==> src/rtl/vga_sync_gen.sv <==
// VGA timing generator: pixel/line counters advanced on rising edges of a
// divided pixel-clock strobe, with sync/visible decode and line/frame pulses.
module vga_sync_gen #(
  parameter int H_VISIBLE = 640,
  parameter int H_FRONT   = 16,
  parameter int H_SYNC    = 96,
  parameter int H_BACK    = 48,
  parameter int V_VISIBLE = 480,
  parameter int V_FRONT   = 10,
  parameter int V_SYNC    = 2,
  parameter int V_BACK    = 33
) (
  input  logic       clk_in,
  input  logic       reset,
  input  logic       pix_clk_div,
  output logic       hsync,
  output logic       vsync,
  output logic       video_on,
  output logic [9:0] x,
  output logic [9:0] y,
  output logic       line_start,
  output logic       frame_start
);

  localparam int H_TOTAL = H_VISIBLE + H_FRONT + H_SYNC + H_BACK;
  localparam int V_TOTAL = V_VISIBLE + V_FRONT + V_SYNC + V_BACK;

  // 11-bit decode constants so a 1024-wide timing still compares correctly.
  localparam logic [10:0] H_LAST     = 11'(H_TOTAL - 1);
  localparam logic [10:0] V_LAST     = 11'(V_TOTAL - 1);
  localparam logic [10:0] H_VIS_END  = 11'(H_VISIBLE);
  localparam logic [10:0] V_VIS_END  = 11'(V_VISIBLE);
  localparam logic [10:0] H_SYNC_BEG = 11'(H_VISIBLE + H_FRONT);
  localparam logic [10:0] H_SYNC_END = 11'(H_VISIBLE + H_FRONT + H_SYNC);
  localparam logic [10:0] V_SYNC_BEG = 11'(V_VISIBLE + V_FRONT);
  localparam logic [10:0] V_SYNC_END = 11'(V_VISIBLE + V_FRONT + V_SYNC);

  logic       pix_q;
  logic       tick;
  logic       x_wrap;
  logic       y_wrap;
  logic [9:0] x_q;
  logic [9:0] y_q;
  logic [10:0] x_ext;
  logic [10:0] y_ext;

  always_comb begin
    x_ext  = {1'b0, x_q};
    y_ext  = {1'b0, y_q};
    tick   = pix_clk_div & ~pix_q;
    x_wrap = tick && (x_ext == H_LAST);
    y_wrap = x_wrap && (y_ext == V_LAST);
  end

  // Reset wins over any tick, so a wrap coinciding with reset never pulses.
  always_ff @(posedge clk_in) begin
    if (reset) begin
      pix_q       <= 1'b0;
      x_q         <= '0;
      y_q         <= '0;
      line_start  <= 1'b0;
      frame_start <= 1'b0;
    end else begin
      pix_q       <= pix_clk_div;
      line_start  <= x_wrap;
      frame_start <= y_wrap;
      if (tick) begin
        if (x_wrap) begin
          x_q <= '0;
          y_q <= y_wrap ? '0 : y_q + 10'd1;
        end else begin
          x_q <= x_q + 10'd1;
        end
      end
    end
  end

  always_comb begin
    x        = x_q;
    y        = y_q;
    hsync    = ~((x_ext >= H_SYNC_BEG) && (x_ext < H_SYNC_END));
    vsync    = ~((y_ext >= V_SYNC_BEG) && (y_ext < V_SYNC_END));
    video_on = (x_ext < H_VIS_END) && (y_ext < V_VIS_END);
  end

endmodule

==> config.mk <==
export PLATFORM = sky130hd
export DESIGN_NAME = vga_sync_gen
export DESIGN_NICKNAME = d
export VERILOG_FILES = /design/src/rtl/vga_sync_gen.sv
export SDC_FILE = /design/constraint.sdc
export NUM_CORES = 1
export LEC_CHECK = 0
export CAP_MARGIN = 15
export CORE_AREA = 2 2 57 59
export DETAILED_ROUTE_END_ITERATION = 10
export DIE_AREA = 0 0 59 61
export PLACE_DENSITY = 0.78
export SYNTH_ARGS = -nofsm -noshare
export SYNTH_HDL_FRONTEND = slang
export SYNTH_SLANG_ARGS = --single-unit
export TNS_END_PERCENT = 20
==> constraint.sdc <==
create_clock -name clk_in -period 2.1 [get_ports clk_in]
set_clock_uncertainty 0.2 [all_clocks]
set_input_delay 0.21 -clock clk_in [delete_from_list [all_inputs] [get_ports clk_in]]
set_output_delay 0.21 -clock clk_in [all_outputs]
set_load 0.02 [all_outputs]
==> impl_metrics.toml <==
[layout]
final_core_utilization_pct = 56.9
final_common_cell = "clkdlybuf4s50_1"
drive_gt1_share_pct = 23.6
insertedDiodeCount = 0
synthToLayoutAreaGrowth_pct = 47.8
final_cell_mix = "clkdlybuf4s50_1 (24), dfxtp_1 (18), buf_4 (14)"
instances_no_fill = 211
post-route-cell-area_mm2 = 0.00168
final_nets = 187

[drt]
first_pass_iters = 5
ant_nets = 0
vias_per_cell = 5.49
wl_per_cell_um = 13.7
drtIter0Drc = 22
routed_wl_um = 2900
via_count = 1159
drc_errors = 0

[place]
placedCellCount = 204
io_buffers = 27
dp_slack_ns = -0.127
place_area_mm2 = 0.00157
gp_congestion = 0.772
post-dp-hpwl_um = 2160

[yosys]
yosysTopAreaCellShare_pct = 40.5
avgSynthCellArea_um2 = 8.61
synth_cells = 132
ys_ff_latch = 23
ys_types = 32
synth_area_leaders = "dfxtp_1 (41%), ha_1 (5.5%), or3_1 (4.4%), a21oi_1 (4.0%), nor2_1 (4.0%)"
synthFlopType = "dfxtp_1"
yosysSeqAreaShare_pct = 40.5
synth_area_mm2 = 0.00114
async_flop_share_pct = 0
synth-edff-count = 0
ys_warn_count = 0
syn_nets = 140
synth_top_area_cell = "dfxtp_1"

[clocking]
clkSinkCount = 23
clk_pin_slew_ns = 0.12
htreeDepth = 1
cts-root-buf = "clkbuf_4"
clk_latency_ns = 0.31
cts_inserted_buffers = 3
cts_buffer_depth = 2
cts_tree = "yes"

[critical_path]
crit_arrival_ns = 2.14
cp_num_buf_inv = 1
crit_path_cell_trace = "ha_4, nand3b_1, or4_4, buf_6, or3_4, a21oi_2"
end_kind = "flop"
startpoint = "x[1]$_SDFFE_PP0P_"
r2r-end = "y[6]$_SDFFE_PP0P_"
crit_required_ns = 2.15
r2r-start = "x[1]$_SDFFE_PP0P_"
rrSetupSlack_ns = 0.009
cp-start-kind = "flop"
endpoint = "y[6]$_SDFFE_PP0P_"
cp_top_family = "simple AND/OR/NAND/NOR gates"
crit_fanout = 5
cp_slowest_stage_delay_ns = 0.59
cp_slowest_cell = "or4_4"
reg2reg_depth = 6
crit_type = "reg -> reg"
worst-path-stages = 6

[global_route]
gr-usage-all-layers_pct = 16.7
overflow = 0
grt_pass1_wl_um = 4490
first_global_vias = 1064
antenna_found_initial = 0
grt_max_degree = 13

[timing]
max_freq_ghz = 0.478
period_share_pct = 99.6
worst_slew_pin_slew_ns = 0.328
relSlewSlack_pct = 78.1
rsz0062_at_grt = "true"
hold_slack_ns = 0.316
tns_ns = 0
setup_viol = 0
drv_slew = 0
finalHoldViolCount = 0
period_minus_slack_ns = 2.09
layout_setup_ws_ns = 0.00931

[power]
power_mw = 0.694
p_leak_nw = 0.577
powerDensity_mw_per_mm2 = 414
ir_worst_vdd_uv = 302

[floorplanning]
core.rowCount = 20
fp.dieW_um = 59
initial_core_util_pct = 38.5
core_mm2 = 0.00295
fp.dieH_um = 61
die-area_mm2 = 0.00360
ioPinCount = 28

[min_path]
hold_start = "x[9]$_SDFFE_PP0P_"
hold_path.class = "reg -> reg"

[run]
drv_cap = 0

[status]
outcome = "complete, no violations"
[final cells by class]
type | count | area (um^2)
fillers | 285 | 1270
multi-input cells | 100 | 701
flip-flops and latches | 23 | 474
repair buffers | 46 | 418
well taps | 33 | 41.3
clock buffers | 4 | 26.3
inverters | 5 | 18.8
[cells in the mapped netlist, types with 2 or more instances]
cell type,number
a21oi_1,9
and4_1,3
and4b_1,2
clkbuf_1,3
dfxtp_1,23
ha_1,5
inv_1,5
nand2_1,9
nand3_1,5
nand4_1,6
nand4b_1,2
nor2_1,12
nor2b_1,2
nor3_1,6
o21a_1,2
o21ai_0,8
or3_1,8
or4_1,2
xnor2_1,4
xor2_1,4
[cell families (layout without fill, tap and decap cells)]
family	count (synthesis)	after routing	synth area share, %
and+or+nand+nor	63	63	31.7
AOI/OAI and AO/OA	24	24	12.8
DFF	23	23	40.5
buffers and inverters	9	55	3.30
xor gates and xnor gates	8	8	6.17
adders and majority gates	5	5	5.51
[power breakdown]
group / switching, mW / total (mW) / leakage (nW) / internal [mW]
logic: 0.0248 / 0.0521 / 0.373 / 0.0273
registers: 0.00554 / 0.444 / 0.189 / 0.439
clock network: 0.124 / 0.198 / 0.0150 / 0.0742
[registers in the layout, indices dropped and copies added, names as in the netlist]
signal       cells
line_start       1
y               10
x               10
frame_start      1
pix_q            1
[tightest hold or removal path: stages (launching register included)]
cell and delay (ns):
dfxtp_2 0.36, o21ai_0 0.07, a21oi_1 0.06
[metal layers]
metal / vias up / wire length (um) / global-route usage [%]
met2: 31 / 1540 / 31.6
met3: 4 / 109 / 2.56
met4: 0 / 34 / 7.79
met1: 553 / 1220 / 18.1
li1: 571 / - / -
met5: - / 0 / 0
[repair_timing]
item | CTS | global route
gates resized for setup | 4 | 19
cloned | 0 | 1
pin swaps | 0 | 12
buffers inserted | 0 | 2
hold buffers | 0 | 0
endpoints found under the setup margin | 3 | 8
[how the worst min path moves through the flow]
stage / endpoint / depth (start not counted)
after floorplan: pix_q$_SDFF_PP0_ / 1
after global placement: y[8]$_SDFFE_PP0P_ / 2
after detailed placement: y[7]$_SDFFE_PP0P_ / 2
after CTS: pix_q$_SDFF_PP0_ / 2
after global routing: x[9]$_SDFFE_PP0P_ / 2
final: x[9]$_SDFFE_PP0P_ / 2
(Power assumes the default switching activity.)
==> patch 1, RTL diff (same flow settings) <==
Put a register stage on the output `y`, with the module's reset. The value now appears one clock later. The other outputs are not delayed to match.
--- a/src/rtl/vga_sync_gen.sv
+++ b/src/rtl/vga_sync_gen.sv
@@ -35,4 +35,6 @@
   localparam logic [10:0] V_SYNC_BEG = 11'(V_VISIBLE + V_FRONT);
   localparam logic [10:0] V_SYNC_END = 11'(V_VISIBLE + V_FRONT + V_SYNC);
+
+  logic [9:0] y_d;
 
   logic       pix_q;
@@ -78,5 +80,5 @@
   always_comb begin
     x        = x_q;
-    y        = y_q;
+    y_d      = y_q;
     hsync    = ~((x_ext >= H_SYNC_BEG) && (x_ext < H_SYNC_END));
     vsync    = ~((y_ext >= V_SYNC_BEG) && (y_ext < V_SYNC_END));
@@ -84,4 +86,12 @@
   end
 
+  always_ff @(posedge clk_in) begin
+    if (reset) begin
+      y <= '0;
+    end else begin
+      y <= y_d;
+    end
+  end
+
 endmodule
 
Behaviour: no difference found for any inputs over 10 cycles, from zero or initial values and one cycle with reset high; that may be too few to reach the edited logic, so the function may still have changed.
==> patch 1 against the unedited design <==
Global-route usage is 3.9 points higher. Worst setup slack improved by 0.024 ns. Total power up 51%. Non-clock buffer count grew 7. Routed wire length is 20% higher. Final area up 18%. Area after synthesis rose by 24%. Utilization rose by 10 points. Via count rose by 18%. Sequential cell count is 10 higher. Critical endpoint is now y_d[9].
==> patch 1: results (changes against the unedited design) <==
- First-pass GRT wire length: 5.53 mm (+23%)
- Critical path data arrival time: 2.13 ns
- GR Layer Usage met2: 32.9% (+1.3 points)
- Worst Path Max Fanout: 7 (+2)
- DRT Pass-1 Iters: 4 (-1)
- GR Util met1: 27.0% (+8.9 points)
- N_diodes: 0 (unchanged)
- HP Class: flip-flop to flip-flop
- Largest net degree at the start of global routing: 14 (+1)
- Sequential share of the synthesized area: 46.8% (+6.3 points)
- Critical Path Slowest Stage Cell: or4_4
- Nets: 220 (+18%)
- Total CTS buffers: 5 (+2)
- Worst-Skew Late Latency: 0.34 ns (+0.03 ns)
- Static Leak: 0.711 nW (+23%)
- Post-synthesis xor/xnor area fraction: 3.72% (-2.4 points)
- Setup Viol. Count Final: 0 (unchanged)
- VDD IR max: 0.366 mV (+21%)
- DR WL/cell: 14.2 um (+3.3%)
- Max H-tree Level: 2 (+1)
- Buffers on Ports: 27 (unchanged)
- Mux cell area share after synthesis: 0% (unchanged)
- Top post-synthesis cells by area: dfxtp_1 47%, nor2b_1 4.9%, a21oi_1 4.6%
- Slew margin rel.: 76.1% (-2.0 points)
- First DRT Iteration DRCs: 53 (+140%)
- Hold Startpoint: x[1]
- Clk Tree Root Cell: clkbuf_4
- Synth warn: 0 (unchanged)
- Met3 Usage GRT: 4.48% (+1.9 points)
- Vias: 1370 (+18%)
- Yosys cell types: 32 (unchanged)
- Run status: finished clean
- Post-synth top flop: dfxtp_1
- Number of global-route vias before repair: 1234 (+16%)
- DP Area: 1890 sq um (+20%)
- Fraction of layout cells with a size suffix above 1: 22.6% (-0.95 points)
- Clock buffer depth: 2 (unchanged)
- Critical Path Source: x[5]
- Synth Area in Adders: 4.43% (-1.1 points)
- Top cells by count, synth: 33 x dfxtp_1, 13 x a21oi_1, 11 x nor2b_1
- Async SR Flop Fraction: 0% (unchanged)
- R2R cell count: 5 (-1)
- Synth Area in Compound Gates: 11.0% (-1.8 points)
- Synthesized net count: 166 (+19%)
- Initial antenna violation count: 0 (unchanged)
- DP HPWL: 2.49 mm (+15%)
- GP Congestion: 0.916 (+19%)
- Capture point of the worst path: y_d[9]
- R2R Setup Slk: 0.03 ns (+0.02 ns)
- Crit-path max cell delay: 0.58 ns
- Clk slew on worst S/H paths: 0.10 ns (-0.02 ns)
- GRT Total Usage: 20.6% (+3.9 points)
-- patch 1: cell families after synthesis --
logic type / after synthesis
xor+xnor: 6
flops: 33
compound gates: 27
simple gates: 76
buf+inv: 11
fa+ha+maj: 5
-- patch 1: critical path: cells and delay by family (launching register included) --
kind / cells / cell delay, ns
buffers and inverters: 1 / 0.15
flip-flops: 1 / 0.35
AO/OA/AOI/OAI: 1 / 0.14
AND/OR/NAND/NOR: 3 / 1.15
-- patch 1: area by class of cell --
type / instances / area, sq um
Timing Repair Buffer: 53 / 459
Clock buffer: 7 / 55.1
Multi-Input combinational cell: 114 / 734
Inverter: 5 / 18.8
Fill cell: 252 / 971
Sequential cell: 33 / 673
Tap cell: 33 / 41.3
-- patch 1: power by group --
| part | internal (mW) | switching [mW] | leakage, nW |
|---|---|---|---|
| combinational | 0.0207 | 0.0255 | 0.410 |
| clock | 0.158 | 0.210 | 0.0314 |
| sequential | 0.628 | 0.00303 | 0.270 |
| total | 0.807 | 0.239 | 0.711 |
-- patch 1: timing repair --
action | 4_1_cts | 5_1_grt
endpoints found under the hold margin | 0 | 0
buffers inserted | 0 | 1
cloned | 0 | 1
gates resized for setup | 6 | 10
endpoints found under the setup margin | 9 | 9
pin swaps | 1 | 6
-- patch 1: worst min path at each step --
stage                     endpoint  slack, ns  cells past startpoint
final                         x[1]       0.31                      2
after global routing          x[1]       0.33                      2
after CTS                     x[1]       0.31                      2
after detailed placement      x[1]       0.29                      2
after global placement        x[1]       0.29                      2
after floorplan              pix_q       0.08                      1
-- patch 1: layer usage --
metal  wire [um]  share of wire (%)  vias up
met4          57                1.6        0
li1            -                  -      675
met1        1550                 44      646
met2        1740                 50       40
met3         140                4.0        9
met5           0                  0        -
-- patch 1: metrics by stage --
| stage | setup WS (ns) | instances |
|---|---|---|
| 6_report | 0.0334 | 245 |
| 5_1_grt | -0.0167 | 245 |
| 4_1_cts | 0.00864 | 243 |
| 3_5_place_dp | -0.174 | 236 |
| 3_3_place_gp | -0.124 | 236 |
| 2_1_floorplan | 0.0148 | 158 |
==> patch 2, RTL diff (config.mk and constraints unchanged) <==
Made on the original files. Change the parameter `H_FRONT` from 16 to 15.
--- a/src/rtl/vga_sync_gen.sv
+++ b/src/rtl/vga_sync_gen.sv
@@ -3,5 +3,5 @@
 module vga_sync_gen #(
   parameter int H_VISIBLE = 640,
-  parameter int H_FRONT   = 16,
+  parameter int H_FRONT   = 15,
   parameter int H_SYNC    = 96,
   parameter int H_BACK    = 48,
Behaviour: same outputs for any inputs over 10 cycles, from zero or initial values and one cycle with reset high; that may be too few to reach the edited logic, so the function may still have changed.
==> patch 2 against the unedited design <==
Area after synthesis up 2.6%. Critical path type is now flip-flop to output port. Highest routed layer unchanged. Cell count is the same. Final area is 1.6% lower. Routed wire length up 1.3%. Total power up 0.69%. Via count increased by 1.5%. Maximum frequency increased by 3.5%. Count of clock-buffer cells in the layout unchanged. Sequential share of layout area decreased by 0.29 points. Worst setup slack improved by 0.070 ns. Sequential cell count unchanged. Synthesized cell count is 0.76% higher.
==> patch 2: results (changes against the unedited design) <==
- Fraction of layout cells with a size suffix above 1: 18.5% (-5.1 points)
- Routed wl met2: 1.45 mm (-6.0%)
- DP HPWL: 2.17 mm (+0.25%)
- R2R Setup Slk: 0.10 ns (+0.09 ns)
- Synthesized net count: 141 (+0.71%)
- Synth Area in Compound Gates: 11.3% (-1.5 points)
- DRT Pass-1 Iters: 4 (-1)
- Critical path data arrival time: 1.61 ns (-0.53 ns)
- Worst R2R End: y[4]
- First-pass GRT wire length: 5.00 mm (+11%)
- Endpoint, Worst Hold: y[8]
- Worst Path Required: 1.69 ns (-0.46 ns)
- Static Leak: 0.571 nW (-1.0%)
- Number of global-route vias before repair: 1154 (+8.5%)
- Reg2reg start: x[0]
- M1 wire length: 1.37 mm (+13%)
- Worst Path Max Fanout: 2 (-3)
- Run status: finished clean
- Routed WL: 2.94 mm (+1.3%)
- Sequential share of the synthesized area: 39.5% (-1.0 points)
- WHS: 0.342 ns (+0.0253 ns)
- Yosys cell types: 35 (+9.4%)
- Top post-synthesis cells by area: dfxtp_1 39%, ha_1 5.4%, xnor2_1 5.3%
- DR WL/cell: 13.9 um (+1.3%)
- Cells after DPL: 207 (+1.5%)
- Post-synthesis xor/xnor area fraction: 7.51% (+1.3 points)
- Finished Core Util: 55.9% (-0.93 points)
- First DRT Iteration DRCs: 32 (+45%)
- R2R cell count: 7 (+1)
- GRT Total Usage: 18.0% (+1.4 points)
[patch 2: logic make-up after synthesis]
family	count (synthesis)
fa+ha+maj	5
buf+inv	9
simple gates	64
compound gates	22
flops	23
xor+xnor	10
[patch 2: layout make-up]
class,instances,share of cell area [%]
inverter,6,1.52
clock buffer,4,1.59
multi-input combinational,101,42.7
tap,33,2.50
timing repair buffer,44,23.8
sequential,23,28.0
[patch 2: power by group]
part	internal, mW	total, mW	switching (mW)
Sequential	0.440	0.443	0.00265
Combinational	0.0233	0.0489	0.0256
Clock	0.0742	0.207	0.133
[patch 2: routing by layer]
| metal | vias up | GRT usage, % |
|---|---|---|
| met5 | - | 0 |
| met4 | 0 | 6.82 |
| met3 | 2 | 1.92 |
| met2 | 26 | 31.9 |
| met1 | 570 | 22.7 |
| li1 | 578 | - |
[patch 2: critical path, cell delays in order (launching register included)]
cell	delay, ns
dfxtp_2	0.34
ha_2	0.20
a31oi_4	0.15
nor2_1	0.07
a2111o_1	0.38
buf_4	0.16
